## src/rtl/pprr_arbiter_lock.sv

```systemverilog
// Round-robin arbiter with registered one-hot grant, multi-cycle grant lock and a
// MAX_HOLD starvation guard; the winner comes from a cyclic Kogge-Stone prefix network.
module pprr_arbiter_lock #(
    parameter int NUM_REQ  = 8,
    parameter int MAX_HOLD = 16,
    parameter int IDX_W    = $clog2(NUM_REQ)
) (
    input  logic               i_clk,
    input  logic               i_rstn,
    input  logic [NUM_REQ-1:0] i_req,
    input  logic               i_en,
    input  logic               i_last,
    output logic [NUM_REQ-1:0] o_grant,
    output logic [IDX_W-1:0]   o_grant_idx,
    output logic               o_ag,
    output logic               o_timeout
);

    localparam int LEVELS = $clog2(NUM_REQ);
    localparam int HCNT_W = $clog2(MAX_HOLD + 1);

    typedef enum logic {
        IDLE,
        LOCKED
    } state_t;

    state_t              state;
    logic [NUM_REQ-1:0]  ptr;
    logic [HCNT_W-1:0]   hcnt;

    logic                rel_last;
    logic                rel_abort;
    logic                rel_tmo;
    logic                release_now;
    logic                arb_now;
    logic [NUM_REQ-1:0]  rot_grant;
    logic [NUM_REQ-1:0]  eff_ptr;
    logic [NUM_REQ-1:0]  winner;
    logic [IDX_W-1:0]    winner_idx;

    assign rel_last    = i_en & i_last;
    assign rel_abort   = ~|(i_req & o_grant);
    assign rel_tmo     = (hcnt == HCNT_W'(MAX_HOLD));
    assign release_now = (state == LOCKED) & (rel_last | rel_abort | rel_tmo);
    assign arb_now     = (state == IDLE) | release_now;
    assign rot_grant   = {o_grant[NUM_REQ-2:0], o_grant[NUM_REQ-1]};
    assign eff_ptr     = release_now ? rot_grant : ptr;

    // Node i of level L summarises the 2^L requesters just below i (cyclically):
    // a = a request was found before reaching the pointer, b = the pointer was not met yet.
    for (genvar l = 0; l <= LEVELS; l++) begin : g_lvl
        logic [NUM_REQ-1:0] a;
        logic [NUM_REQ-1:0] b;
        if (l == 0) begin : g_init
            assign a = {i_req[NUM_REQ-2:0], i_req[NUM_REQ-1]};
            assign b = ~{eff_ptr[NUM_REQ-2:0], eff_ptr[NUM_REQ-1]};
        end else begin : g_comb
            for (genvar i = 0; i < NUM_REQ; i++) begin : g_node
                localparam int J = (i + NUM_REQ - ((1 << (l - 1)) % NUM_REQ)) % NUM_REQ;
                assign a[i] = g_lvl[l-1].a[i] | (g_lvl[l-1].b[i] & g_lvl[l-1].a[J]);
                assign b[i] = g_lvl[l-1].b[i] & g_lvl[l-1].b[J];
            end
        end
    end

    // The pointer position itself always has top priority, so it ignores the scan result.
    assign winner = i_req & (eff_ptr | ~g_lvl[LEVELS].a);

    always_comb begin
        winner_idx = '0;
        for (int k = 0; k < NUM_REQ; k++) begin
            if (winner[k]) winner_idx = IDX_W'(k);
        end
    end

    always_ff @(posedge i_clk or negedge i_rstn) begin
        if (!i_rstn) begin
            state       <= IDLE;
            ptr         <= NUM_REQ'(1);
            hcnt        <= '0;
            o_grant     <= '0;
            o_grant_idx <= '0;
            o_ag        <= 1'b0;
            o_timeout   <= 1'b0;
        end else begin
            o_timeout <= release_now & rel_tmo & ~rel_last & ~rel_abort;
            if (release_now) ptr <= rot_grant;
            if (arb_now) begin
                if (i_en && (|i_req)) begin
                    state       <= LOCKED;
                    o_grant     <= winner;
                    o_grant_idx <= winner_idx;
                    o_ag        <= 1'b1;
                    hcnt        <= HCNT_W'(1);
                end else begin
                    state       <= IDLE;
                    o_grant     <= '0;
                    o_grant_idx <= '0;
                    o_ag        <= 1'b0;
                    hcnt        <= '0;
                end
            end else if (hcnt != HCNT_W'(MAX_HOLD)) begin
                hcnt <= hcnt + HCNT_W'(1);
            end
        end
    end

endmodule
```

## config.mk

```make
export PLATFORM = sky130hd
export DESIGN_NAME = pprr_arbiter_lock
export DESIGN_NICKNAME = d
export VERILOG_FILES = /design/src/rtl/pprr_arbiter_lock.sv
export SDC_FILE = /design/constraint.sdc
export NUM_CORES = 1
export LEC_CHECK = 0
export CAP_MARGIN = 20
export CORE_MARGIN = 2
export CORE_UTILIZATION = 59
export DETAILED_ROUTE_END_ITERATION = 7
export PLACE_DENSITY_LB_ADDON = 0.2
export RECOVER_POWER = 100
export REMOVE_ABC_BUFFERS = 1
export SYNTH_ARGS = -nofsm -noshare
export SYNTH_HDL_FRONTEND = slang
export SYNTH_SLANG_ARGS = --single-unit
export TNS_END_PERCENT = 30
```

## constraint.sdc

```tcl
create_clock -name i_clk -period 7.54 [get_ports i_clk]
set_clock_uncertainty 0.1 [all_clocks]
set_input_delay 1.508 -clock i_clk [delete_from_list [all_inputs] [get_ports i_clk]]
set_output_delay 1.508 -clock i_clk [all_outputs]
set_load 0.02 [all_outputs]
```

Yosys cells after proc, flatten, opt, wreduce, memory -nomap -nowiden
Cells that the tools add are included.
W data, S select, Z words.

operators by class
  $add $sub $neg = 1
  equal/unequal tests = 2
  mux-type cells = 14
  bitwise gates (word level) = 79
  reductions and logical operators = 5

operator list
  cell                   number
  $and A1 B1 Y1          45
  $or A1 B1 Y1           27
  $and A8 B8 Y8          2
  $mux W8                2
  $not A8 Y8             2
  $reduce_or A8 Y1       2
  $mux W3                5
  $mux W5                2
  $or A8 B8 Y8           1
  $add A5 B1 Y5 const B  1
  $eq A5 B5 Y1 const B   1
  $ne A5 B5 Y1 const B   1
  $mux W2                2
  $mux W1                3
  $not A1 Y1             2
  $reduce_bool A2 Y1     1
  $logic_and A1 B1 Y1    1
  $logic_not A1 Y1       1

storage, ports and cells
  flip-flop bits (word level) = 26
  word-level logic and storage cells = 107

Longest topological paths before layout
Gate-level depths: netlist of the first run.

  word-level depth = 25
  mapped depth = 12
  mapped depth without buffers = 12

Least setup slack after synthesis of the first run
Ideal clock, no wire load.

  path type = input to register
  from = input port i_req[3]
  to = register o_grant_idx[1]
  library setup time = 128 ps
  arrival = 3465 ps
  setup slack = 3847 ps
  cell stages on the path = 11
  buffers on the path = 2
  cells stage by stage = buf_6 > a22oi_2 > and4_4 > o21ai_4 > buf_8 > mux2i_4 > inv_2 > o41a_1 > o21a_1 > a311oi_2 > o21ai_1

on the way
  word-level cells in the longest chain between the ends = 24
  elaborated cells between the ends (all ways) = 79
  classes of those cells = mux: 8; bitwise: 67; reduce/logical: 4

ends and longest elaborated chain
  what                          line  RTL
  start, declared               10    input logic [NUM_REQ-1:0] i_req,
  $and A8 B8 Y8 *               42    assign rel_abort = ~|(i_req & o_grant);
  $reduce_or A8 Y1 *            42
  $logic_not A1 Y1 *            42
  $or A1 B1 Y1 * (2 in series)  44    assign release_now = (state == LOCKED) & (rel_last | rel_abort | rel_tmo);
  $and A1 B1 Y1 *               44
  $mux W8 *                     --
  net eff_ptr[3]                37    logic [NUM_REQ-1:0] eff_ptr;
  $not A8 Y8                    56    assign b = ~{eff_ptr[NUM_REQ-2:0], eff_ptr[NUM_REQ-1]};
  [5 not listed]                --
  $or A1 B1 Y1                  60    assign a[i] = g_lvl[l-1].a[i] | (g_lvl[l-1].b[i] & g_lvl[l-1].a[J]);
  $not A8 Y8                    67    assign winner = i_req & (eff_ptr | ~g_lvl[LEVELS].a);
  $or A8 B8 Y8 *                67
  $and A8 B8 Y8 *               67
  $mux W2 (2 in series)         72    if (winner[k]) winner_idx = IDX_W'(k);
  $mux W3 (3 in series)         72
  $mux W3 *                     72
  $mux W3 *                     89    if (i_en && (|i_req)) begin
  end signal, assigned          92    o_grant_idx <= winner_idx;
  end, declared                 14    output logic [IDX_W-1:0] o_grant_idx,

Mark *: on every way through the listed nets, which the timed path passes. The rest lies on a longest branch.
A chain may end at the register's enable or synchronous reset.

Worst setup path after layout of the first run
  from = input port i_req[6]
  to = register o_grant_idx[1]

on the way
  elaborated cells between the ends (all ways) = 79
  classes of those cells = mux: 8; bitwise: 67; reduce/logical: 4

RTL lines
  what                          line
  $and A8 B8 Y8 *               42
  $reduce_or A8 Y1 *            42
  $logic_not A1 Y1 *            42
  $or A1 B1 Y1 * (2 in series)  44
  $and A1 B1 Y1 *               44
  $mux W8 *                     --
  net eff_ptr[2]                37
  $not A8 Y8                    56
  [3 not listed]                --
  $or A1 B1 Y1                  60
  $not A8 Y8                    67
  $or A8 B8 Y8 *                67
  $and A8 B8 Y8 *               67
  $mux W2                       72
  $mux W3 (3 in series)         72
  $mux W3 *                     72
  $mux W3 *                     89

Marks and branches as above.

==> results by group, run 1 <==
Timing
  • Fin crit period: just under 5 ns
  • Worst-Margin Slew: ~1.1 ns
  • Setup tns final: 0 ns
  • Final hold violations: 0
  • Final Slew Violations: 0
  • Max transition margin: 23.9%
  • Unrepaired setup endpoints after global routing: false
  • Worst Hold Slack: 0.412 ns
  • Setup violations, final: 0
  • Fin crit share: around two thirds
  • Worst setup margin: 2.66 ns
  • F_max: 0.205 GHz

Status
  • Status: finished, final reports clean

Clock network
  • CTS tree: built
  • Cts bufs inserted: 3
  • Htree depth: 1
  • Post-CTS Setup Bufs: 0
  • Clock Tree Buf Depth: 2
  • Worst-path clk slew: 0.14 ns
  • CTS sink cnt: 26
  • Root buffer cell: clkbuf_4
  • Resize count post-CTS: 0
  • Hold buffer count at cts: 0
  • Worst skew pair latency: 0.34 ns

Synth
  • Top cell type's share of synthesized area: 33.0%
  • Synth cell count leaders: dfrtp_1, nor2_1, inv_1, nand2_1, nand3_1
  • Syn Inst Count: about 210
  • Seq/Total Area, Yosys: about a third
  • Leading area contributor after synthesis: dfrtp_1
  • Mean Syn Cell Area: 9.15 µm²
  • Ys Warns: 0
  • Number of library cell types mapped by synthesis: between 60 and 70
  • Mapped Area: roughly 1900 µm²
  • Synth Register Bits: 26
  • Largest cells by area after synthesis: dfrtp_1, nor2_1, mux2_2, inv_1, nand2_1
  • Post-synth EDFFs: 0
  • Synth Flop Type: dfrtp_1
  • Async S/R FF share, synth: 100%

Detailed routing
  • 1st-iter DRT viols: 246
  • Total number of vias: 1847
  • First drt pass iteration count: 5
  • DR DRC count: 0
  • Wire per inst: ~20 µm
  • Post-Route WL: 5620 µm
  • DRT antenna net count: 0
  • Routed vias/inst: 6.69

Floorplanning
  • Die W: 60.6 µm
  • Die area: 3680 µm²
  • Core area: 3050 µm²
  • Initial Util: a little over 60%
  • Die Ht: 60.6 µm
  • Io pins: 25
  • Num rows: 20

Pwr
  • Psw: 71.9 µW
  • Sw Ratio: 27.9%
  • Total Power: about 260 µW
  • Gate power share: 15.8%
  • Seq pwr share: a little under three fifths
  • Clk network pwr share: 28.5%
  • Leakage: between 0.9 and 1 nW
  • Pwr/cell area: 121 nW/µm²
  • Worst VDD drop: about 0.11 mV
  • P_int: approximately 190 µW

Finish
  • # diodes: 0
  • Share of cells above drive strength 1: 8.62%
  • Non-Filler Instances: 276
  • NumNets Final: 247
  • Layout area overhead: 12.6%

Critical path
  • Critical path launch point type: input pin
  • Cell Chain, Critical Path: dlygate4sd3_1, a22oi_1, nand4_1, nor2_1, nor3_1, inv_1, a221o_1, o221ai_1, o21ai_0, a311oi_2, o21ai_0
  • Worst EP required: about 7.7 ns
  • Setup crit end kind: flop
  • Setup Crit Path Kind: in2reg
  • Max incr delay on CP: between 0.7 and 0.8 ns
  • Crit-path max FO: 10
  • CP dominant cell by count: o21ai_0
  • Worst EP arrival: 5.01 ns
  • Slowest CP cell: dlygate4sd3_1

Min path
  • Min-Delay Path Class: reg2reg

GRT
  • GRT Residual Overflow: 0
  • Vias in the first global route: 1756
  • Antenna violations before repair: 0
  • Total track usage: 33.3%
  • First-pass GRT wire length: 8760 µm
  • Largest net degree at the start of global routing: 27

Place
  • DP HPWL: 4300 µm
  • Routability congestion estimate: 1.05
  • DP Worst Slack: ~2.7 ns
  • Inst Count DP: 271
  • IO buf count: 24

Job
  • Max cap viols: 0
-- flip-flops by register name (all words and copies together), names as in the netlist --
signal / cells
hcnt: 5
o_timeout: 1
o_grant: 8
o_grant_idx: 3
ptr: 8
state: 1
-- critical path: cells and delay by family --
kind	cells	cell delay [ns]
compound gates	6	1.48
buf+inv	2	0.98
simple gates	3	1.03
-- power by group through the flow --
stage / Clock (mW) / Sequential, mW / Combinational, mW
floorplan: 0 / 0.146 / 0.0202
global placement: 0 / 0.146 / 0.0407
detailed placement: 0 / 0.146 / 0.0413
CTS: 0.0751 / 0.143 / 0.0415
global route: 0.0788 / 0.144 / 0.0435
finish: 0.0734 / 0.143 / 0.0406
-- layout by cell type (no fill, tap or decap), drive strengths merged, types with 3 or more instances in the layout --
master / netlist / layout
o211ai: 4 / 4
clkdlybuf4s50: 0 / 9
clkbuf: 1 / 5
o21ai: 13 / 13
o31ai: 3 / 3
dlygate4sd3: 0 / 15
nand3: 9 / 9
a22oi: 4 / 4
dfrtp: 25 / 25
o221ai: 4 / 4
nand3b: 4 / 4
nor3: 3 / 3
inv: 18 / 18
nor2: 26 / 26
nand2: 17 / 17
mux2: 10 / 10
mux2i: 5 / 5
nand4: 7 / 7
a21oi: 7 / 7
a31oi: 6 / 6
-- path summary, 6_finish.rpt --
path	startpoint	end	slack, ns	cells past startpoint
min	o_grant_idx[2]$_DFFE_PN0N_	o_grant_idx[2]$_DFFE_PN0N_	0.41	2
min in group asynchronous	i_rstn	hcnt[4]$_DFFE_PN0P_	1.37	1
max	i_req[6]	o_grant_idx[1]$_DFFE_PN0N_	2.66	11
max reg2reg	o_grant[6]$_DFFE_PN0N_	o_grant_idx[1]$_DFFE_PN0N_	4.03	10
min reg2reg	o_grant_idx[2]$_DFFE_PN0N_	o_grant_idx[2]$_DFFE_PN0N_	0.41	2
max in group asynchronous	i_rstn	ptr[2]$_DFF_PN0_	4.64	2
-- metrics by stage --
| step | utilization [%] | area (µm²) |
|---|---|---|
| 2_1_floorplan | - | 1860 |
| 3_3_place_gp | 70.5 | 2150 |
| 3_5_place_dp | 70.5 | 2150 |
| 4_1_cts | 71.6 | 2190 |
| 5_1_grt | 69.8 | 2130 |
| 6_report | 69.8 | 2130 |
-- metal layers --
| metal | vias to the layer above | GRT usage [%] | wire length (µm) |
|---|---|---|---|
| met2 | 116 | 51.6 | 2690 |
| met5 | - | 0 | 0 |
| li1 | 831 | - | - |
| met3 | 15 | 3.84 | 450 |
| met4 | 0 | 14.3 | 144 |
| met1 | 885 | 47.6 | 2330 |
-- layout make-up --
cell class | instances | area [µm²]
clock buffers | 4 | 36.3
fillers | 270 | 922
inverters | 18 | 67.6
multi-input cells | 159 | 1080
flip-flops and latches | 26 | 652
well taps | 44 | 55.1
repair buffers | 25 | 244
-- cell families (layout without fill, tap and decap cells) --
logic type	Yosys count	after routing	share of synthesized area (%)
mux	15	15	9.45
fa+ha+maj	2	2	1.32
simple gates	77	77	21.6
xor+xnor	3	3	1.39
compound gates	62	62	26.2
flops	26	26	34.4
buf+inv	22	47	5.55
(Power assumes the default switching activity.)
==> run 2, diff against run 1 <==
--- a/config.mk
+++ b/config.mk
@@ -7,7 +7,7 @@
 export LEC_CHECK = 0
 export CAP_MARGIN = 20
 export CORE_MARGIN = 2
-export CORE_UTILIZATION = 59
+export CORE_UTILIZATION = 55
 export DETAILED_ROUTE_END_ITERATION = 7
 export PLACE_DENSITY_LB_ADDON = 0.2
 export RECOVER_POWER = 100
==> constraint.sdc (replaced) <==
create_clock -name i_clk -period 5.1 [get_ports i_clk]
set_clock_uncertainty 0.1 [all_clocks]
set_input_delay 1.02 -clock i_clk [delete_from_list [all_inputs] [get_ports i_clk]]
set_output_delay 1.02 -clock i_clk [all_outputs]
set_load 0.02 [all_outputs]
==> results by group, run 2 (synthesis gave the netlist of run 1 again) <==
Detailed routing
  • Post-Route WL: 5540 µm
  • DR WL met2: 2560 µm
  • DR DRC count: 0
  • DRT antenna net count: 0
  • WL met3: 496 µm
  • Top Layer Used: met4
  • First drt pass iteration count: 6
  • Total number of vias: 1879
  • 1st-iter DRT viols: 174
  • Routed vias/inst: 6.76
  • WL met1: between 2000 and 2500 µm
  • Wire per inst: 19.9 µm

Clock network
  • Hold buffer count at cts: 0
  • Resize count post-CTS: 0
  • Clock Tree Buf Depth: 2
  • Post-CTS Setup Bufs: 0
  • CTS sink cnt: 26
  • Worst skew pair latency: 0.33 ns
  • Htree depth: 1
  • Root buffer cell: clkbuf_4
  • Worst-path clk slew: 0.14 ns
  • Cts bufs inserted: 3
  • CTS tree: built

Finish
  • NumNets Final: ~250
  • Top Registers: o_grant: 8 flops, ptr: 8 flops, hcnt: 5 flops
  • Multi-input logic area: 1080 µm²
  • Final instance area: 2150 µm²
  • # diodes: 0
  • Most frequent cells in the layout: nor2_1, dfrtp_1, inv_1, nand2_1, dlygate4sd3_1
  • Share of cells above drive strength 1: 9.05%
  • Reg area: 652 µm²
  • Layout area overhead: 13.7%
  • FILL cells: 302

Floorplanning
  • Initial Util: 57.2%
  • Core area: 3310 µm²
  • Io pins: 25
  • Die W: 62.7 µm
  • Die Ht: 62.7 µm
  • Num rows: 21
  • Die area: approximately 3900 µm²

Place
  • IO buf count: 24
  • DP HPWL: between 4000 and 5000 µm
  • Placed Area: 2180 µm²
  • Routability congestion estimate: 0.991

Timing
  • Worst-Margin Slew: around 1.0 ns
  • Final hold violations: 0
  • F_max: 0.224 GHz
  • Fin crit share: 87.7%
  • Setup tns final: 0 ns
  • Fin crit period: 4.47 ns
  • Max transition margin: approximately 32%
  • Unrepaired setup endpoints after global routing: false
  • Setup violations, final: 0
  • Worst Hold Slack: between 0.4 and 0.5 ns
  • Final Slew Violations: 0

Critical path
  • Critical path launch point type: input pin
  • Setup crit end kind: flop
  • Setup Crit Path Kind: in2reg
  • Worst EP required: 5.21 ns
  • Crit-path max FO: 10
  • Worst EP arrival: 4.59 ns

Job
  • Max cap viols: 0

Min path
  • Min-Delay Path Class: reg2reg

GRT
  • GRT Residual Overflow: 0
  • Largest net degree at the start of global routing: 19
  • Antenna violations before repair: 0
  • First-pass GRT wire length: 9350 µm
  • Total track usage: between 30% and 40%
  • Vias in the first global route: approximately 1800

Pwr
  • Worst VDD drop: 0.168 mV
  • Pwr/cell area: around 190 nW/µm²
  • Leakage: a little over 0.9 nW

Status
  • Status: finished, final reports clean
-- run 2: cell types whose count changed in the layout (fill, tap and decap cells not counted), sizes merged --
cell    before  now
clkbuf       5    4
bufinv       0    1
-- run 2: report_power, final --
part / switching, mW / leakage (nW) / internal, mW
clock: 0.0661 / 0.0279 / 0.0795
combinational: 0.0376 / 0.547 / 0.0223
sequential: 0.00390 / 0.355 / 0.208
total: 0.108 / 0.930 / 0.310
-- run 2: area by class of cell --
type | instances | area share [%]
timing repair buffer | 25 | 11.3
sequential | 26 | 30.3
inverter | 18 | 3.14
clock inverter | 1 | 1.39
tap | 46 | 2.67
multi-input combinational | 159 | 50.1
clock buffer | 3 | 1.05
-- run 2: critical path, cell delays in order --
cell and delay, ns:
dlygate4sd3_1 0.74, a22oi_1 0.23, nand4_1 0.44, nor2_1 0.13
nor3_1 0.48, inv_1 0.25, a221o_1 0.44, o221ai_1 0.28
o21ai_0 0.19, a311oi_2 0.28, o21ai_0 0.11
-- run 2: worst paths after layout --
kind / to / startpoint / depth (start not counted) / slack (ns)
max reg2reg: o_grant_idx[1]$_DFFE_PN0N_ / state$_DFFE_PN0N_ / 10 / 1.55
min: o_grant_idx[2]$_DFFE_PN0N_ / o_grant_idx[2]$_DFFE_PN0N_ / 2 / 0.41
min in group asynchronous: o_grant[6]$_DFFE_PN0N_ / i_rstn / 1 / 0.95
min reg2reg: o_grant_idx[2]$_DFFE_PN0N_ / o_grant_idx[2]$_DFFE_PN0N_ / 2 / 0.41
max: o_grant_idx[1]$_DFFE_PN0N_ / i_req[6] / 11 / 0.63
max in group asynchronous: o_grant_idx[2]$_DFFE_PN0N_ / i_rstn / 2 / 2.70
-- run 2: per-layer routing --
metal | vias to the layer above | global-route usage, %
met5 | - | 0
met4 | 0 | 8.06
met3 | 16 | 2.70
met2 | 116 | 50.0
met1 | 907 | 42.8
li1 | 840 | -
-- run 2: stage by stage --
| step | cells | util [%] | setup slack [ns] | total power, mW |
|---|---|---|---|---|
| 2_1_floorplan | 203 | - | 1.86 | 0.246 |
| 3_3_place_gp | 273 | 65.0 | 0.690 | 0.277 |
| 3_5_place_dp | 274 | 65.9 | 0.723 | 0.280 |
| 4_1_cts | 278 | 67.5 | 1.05 | 0.425 |
| 5_1_grt | 278 | 65.0 | 0.513 | 0.433 |
| 6_report | 278 | 65.0 | 0.626 | 0.418 |
